`config.mk`:
```
export PLATFORM = sky130hd
export DESIGN_NAME = div_issue_stage
export DESIGN_NICKNAME = d
export VERILOG_FILES = /design/src/rtl/div_issue_stage.sv
export SDC_FILE = /design/constraint.sdc
export NUM_CORES = 1
export LEC_CHECK = 0
export ABC_AREA = 1
export BUFFER_PORTS_ARGS = -buffer_cell sky130_fd_sc_hd__buf_2
export CORE_MARGIN = 5
export CORE_UTILIZATION = 37
export DETAILED_ROUTE_END_ITERATION = 12
export GPL_TIMING_DRIVEN = 0
export SYNTH_ARGS = -nofsm -noshare
export SYNTH_HDL_FRONTEND = slang
export SYNTH_SLANG_ARGS = --single-unit
```
`constraint.sdc`:
```
create_clock -name clock -period 2.25 [get_ports clock]
set_clock_uncertainty 0.15 [all_clocks]
set_input_delay 0.1125 -clock clock [delete_from_list [all_inputs] [get_ports clock]]
set_output_delay 0.1125 -clock clock [all_outputs]
set_load 0.02 [all_outputs]
```
`src/rtl/div_issue_stage.sv`:
```
// Issue stage of the pipelined non-restoring divider: operand handshake, launch
// register, in-flight limiter and a tag FIFO returning dz/overflow flags with each result.
module div_issue_stage #(
  parameter int unsigned DIVIDEND_W   = 28,
  parameter int unsigned DIVISOR_W    = 20,
  parameter int unsigned Q_W          = 8,
  parameter int unsigned MAX_INFLIGHT = 9
) (
  input  logic                  clock,
  input  logic                  reset,
  input  logic                  in_valid,
  output logic                  in_ready,
  input  logic [DIVIDEND_W-1:0] dividend,
  input  logic [DIVISOR_W-1:0]  divisor,
  output logic                  start,
  output logic [DIVIDEND_W-1:0] divided,
  output logic [DIVISOR_W-1:0]  divisor_inv,
  input  logic                  done,
  output logic                  err_valid,
  output logic                  div_by_zero,
  output logic                  q_overflow,
  output logic                  protocol_err
);

  localparam int unsigned CNT_W = $clog2(MAX_INFLIGHT + 1);
  localparam int unsigned PTR_W = (MAX_INFLIGHT > 1) ? $clog2(MAX_INFLIGHT) : 1;
  localparam logic [CNT_W-1:0] MAX_CNT  = CNT_W'(MAX_INFLIGHT);
  localparam logic [PTR_W-1:0] PTR_LAST = PTR_W'(MAX_INFLIGHT - 1);

  logic [CNT_W-1:0] inflight;
  logic [PTR_W-1:0] wr_ptr;
  logic [PTR_W-1:0] rd_ptr;
  logic [1:0]       tag_mem [MAX_INFLIGHT];

  logic       accept;
  logic       fifo_empty;
  logic       pop;
  logic       tag_dz;
  logic       tag_ov;
  logic [1:0] head;

  // The FIFO holds exactly one tag per op in flight, so its occupancy is the counter.
  assign fifo_empty = (inflight == '0);
  assign in_ready   = (inflight < MAX_CNT);
  assign accept     = in_valid & in_ready;
  assign pop        = done & ~fifo_empty;

  assign tag_dz = (divisor == '0);
  assign tag_ov = ~tag_dz & (dividend[DIVIDEND_W-1:Q_W] >= divisor);

  assign head        = tag_mem[rd_ptr];
  assign err_valid   = pop;
  assign div_by_zero = pop & head[1];
  assign q_overflow  = pop & head[0];

  function automatic logic [PTR_W-1:0] ptr_next(input logic [PTR_W-1:0] p);
    return (p == PTR_LAST) ? '0 : p + 1'b1;
  endfunction

  always_ff @(posedge clock) begin
    if (reset) begin
      start        <= 1'b0;
      divided      <= '0;
      divisor_inv  <= '0;
      protocol_err <= 1'b0;
      inflight     <= '0;
      wr_ptr       <= '0;
      rd_ptr       <= '0;
    end else begin
      start       <= accept;
      divided     <= accept ? dividend : '0;
      divisor_inv <= accept ? ~divisor : '0;

      // A stray done (nothing in flight) is ignored apart from the sticky flag.
      if (done && fifo_empty)
        protocol_err <= 1'b1;

      case ({accept, pop})
        2'b10:   inflight <= inflight + 1'b1;
        2'b01:   inflight <= inflight - 1'b1;
        default: inflight <= inflight;
      endcase

      if (accept)
        wr_ptr <= ptr_next(wr_ptr);
      if (pop)
        rd_ptr <= ptr_next(rd_ptr);
    end
  end

  always_ff @(posedge clock) begin
    if (accept)
      tag_mem[wr_ptr] <= {tag_dz, tag_ov};
  end

endmodule

```
==> impl_metrics.tcl <==
set metrics [dict create \
    core_sq_mm 0.00964 \
    multi_input_area_sq_mm 0.00138 \
    max_stage_delay_ps 340 \
    pwr-share-comb_pct 28.8 \
    pwr-share-clk_pct 27.9 \
    final_common_cell "buf_2" \
    final_area_sq_mm 0.00503 \
    grt_max_degree 15 \
    synthDistinctLibCells 29 \
    dieArea_sq_mm 0.0118 \
    reg2reg_slack_ps 170 \
    place_area_sq_mm 0.00428 \
    layout.nets 659 \
    insertion_delay_ps 350 \
    vias_per_cell 4.26 \
    finish.utilization_pct 52.1 \
    status "finished, final reports clean" \
    postSynthCellCount 410 \
    antenna_cells 0 \
    yosys.area.top_type "dfxtp_1" \
    cts.clk_slew.worst_paths_ps 80 \
    cts_root_buffer "clkbuf_8" \
    rows 36 \
    path_cells "inv_2 -> nand3_4 -> o21ai_4 -> inv_2 -> ha_2 -> ha_1 -> a21oi_1 -> nand2_1 -> xnor2_1 -> nand2_1 -> a21oi_1" \
    final_hold_viol_count 0 \
    min_period_ps 2080 \
    cts_max_level 3 \
    fmax_mhz 481 \
    hp-start "divisor[3]" \
    cts_tree "done" \
    slowest_stage "dfxtp_1" \
    startpoint_type "register" \
    rr_worst_depth 11 \
    fp.dieH_microns 109 \
    hpwl_microns 6450 \
    die_w_microns 109 \
    layout-drive-gt1-share_pct 26.8 \
    gp_congestion 0.792 \
    synth_top_area_share_pct 36.8 \
    min_period_over_period_pct 92.3 \
    drt_iter0_markers 93 \
    crit_required_ps 2390 \
    ys_seq_area_share_pct 51.9 \
    rsz0062_at_grt "false" \
    first_global_vias 3218 \
    power.internal_mw 2.79 \
    r2r_start "inflight[1]$_SDFFE_PP0P_" \
    cts_made_buffers 9 \
    area_growth_pct 40.0 \
    regArea_sq_mm 0.00186 \
    grtUsageTotal_pct 15.8 \
    initial_utilization_pct 37.2 \
    power_switching_mw 1.32 \
    wl_microns 8630 \
    yosys-top-cells-area "dfxtp_1 37%, edfxtp_1 15%, ha_1 10%" \
    path_class "register to register" \
    hold_class "primary input to register" \
    crit_end "inflight[3]$_SDFFE_PP0P_" \
    port_buffers 105 \
    setup_viol 0 \
    drtPass1Iterations 4 \
    syn_area_sq_mm 0.00359 \
    drcViolationCount 0 \
    cp.depth 11 \
    power_density_mw_per_mm2 818 \
    crit_buf_inv 2 \
    drtAntennaViolNets 0 \
    avgSynthCellArea_sq_um 8.76 \
    cts.sinks 84 \
    crit_family "adder cells" \
    end_kind "register" \
    mostFrequentLayoutCells "108 x buf_2, 80 x inv_1, 66 x dfxtp_1, 58 x nor2_1, 54 x nand2_1" \
    irDropWorstVdd_mv 0.420 \
    vias 3047 \
    grt_pass1_wl_microns 14600 \
    cp-startpoint "inflight[1]$_SDFFE_PP0P_" \
    synth_warnings 0 \
    fillers 909 \
    drv_slew 0 \
    hold_ws_ps 318 \
    worstMarginPinSlew_ps 383 \
    cp.arrival_ps 2210 \
    synth_fp_nets 492 \
    path_max_fanout 5 \
    p_leak_nw 2.55 \
    drv_cap 0 \
    io_pins 106 \
    swShare_pct 32.1 \
    ctsLongestPathBuffers 2 \
    antenna_found_initial 0 \
    r2r-end "inflight[3]$_SDFFE_PP0P_" \
    grt.overflow.total 0 \
    wire_per_inst_microns 12.1 \
    slew_headroom_pct 74.2 \
    ys_ff_latch 84 \
    seqPwrFrac_pct 43.3 \
]
worst reg2reg max path: stages (launching register included):
cell and delay (ps):
dfxtp_1 340, inv_2 90, nand3_4 100, o21ai_4 180, inv_2 80, ha_2 210
ha_1 320, a21oi_1 150, nand2_1 80, xnor2_1 140, nand2_1 70, a21oi_1 110
cell families after synthesis:
kind of cell	synth area share [%]
flip-flops	51.9
adder cells (fa/ha/maj)	10.7
XOR/XNOR	1.22
AND/OR/NAND/NOR	19.8
buffers and inverters	10.4
AO/OA/AOI/OAI	6.03
routing by layer:
layer	global-route usage (%)	routed length (microns)	part of all wire, %	vias up
li1	-	-	-	1597
met5	0	0	0	-
met4	5.77	129	1.5	0
met2	27.5	4390	51	75
met3	5.49	548	6.3	14
met1	18.0	3560	41	1361
worst min path at each step:
stage	end	slack, ps	cells past startpoint
2_1_floorplan	inflight[3]$_SDFFE_PP0P_	30	1
3_3_place_gp	divisor_inv[12]$_SDFF_PP0_	140	2
3_5_place_dp	divisor_inv[7]$_SDFF_PP0_	140	2
4_1_cts	start$_SDFF_PP0_	30	3
5_1_grt	divisor_inv[10]$_SDFF_PP0_	310	3
6_report	divisor_inv[3]$_SDFF_PP0_	320	3
power groups by stage:
stage          clock network, mW  logic (mW)  registers (mW)
3_3_place_gp                   0        1.06            1.81
4_1_cts                     1.18        1.17            1.78
3_5_place_dp                   0        1.09            1.81
6_report                    1.15        1.18            1.78
5_1_grt                     1.26        1.34            1.80
2_1_floorplan                  0       0.673            1.90
cell usage after synthesis:
library cell,count
o21ai_2,1
nor4_1,1
nand3_1,9
buf_6,3
o21a_1,1
nor2_2,20
nand4_1,4
xor2_1,2
inv_2,3
inv_1,81
nand3_4,1
nor3b_1,1
buf_2,4
a21o_1,1
nor2_1,58
o22ai_1,4
nor3_1,8
xnor2_1,3
ha_1,29
nand2_1,54
edfxtp_1,18
clkinv_2,1
o21ai_0,16
a21oi_1,16
fa_1,1
dfxtp_1,66
nor2_4,1
nand2_2,2
o21bai_1,1
layout make-up:
class | instances | share of cell area [%]
well taps | 133 | 3.31
multi-input cells | 234 | 27.4
clock inverters | 5 | 1.52
plain buffers | 6 | 0.971
clock buffers | 11 | 2.61
inverters | 85 | 6.37
flip-flops and latches | 84 | 37.0
repair buffers | 157 | 20.8
flip-flops by register name, summed over array words and instances, names as in the netlist, named ones only:
| name | flops |
|---|---|
| divided | 28 |
| divisor_inv | 20 |
| tag_mem | 18 |
| inflight | 4 |
| rd_ptr | 4 |
| wr_ptr | 4 |
| protocol_err | 1 |
| start | 1 |
through the flow:
stage | cells | setup WS [ps] | setup TNS (ps) | power, mW
2_1_floorplan | 410 | 68.7 | 0 | 2.57
3_3_place_gp | 648 | -84.0 | -86.8 | 2.87
3_5_place_dp | 648 | -108 | -172 | 2.90
4_1_cts | 713 | 12.4 | 0 | 4.13
5_1_grt | 715 | 7.74 | 0 | 4.40
6_report | 715 | 172 | 0 | 4.11
repair_timing:
| item | 4_1_cts | 5_1_grt |
|---|---|---|
| hold buffers | 50 | 1 |
| hold endpoints to repair | 53 | 2 |
| setup endpoints to repair | 2 | 2 |
| gates resized for setup | 2 | 3 |
| buffers inserted | 0 | 1 |
| pin swaps | 0 | 1 |
Note: power is estimated with default switching activity, not from simulation.
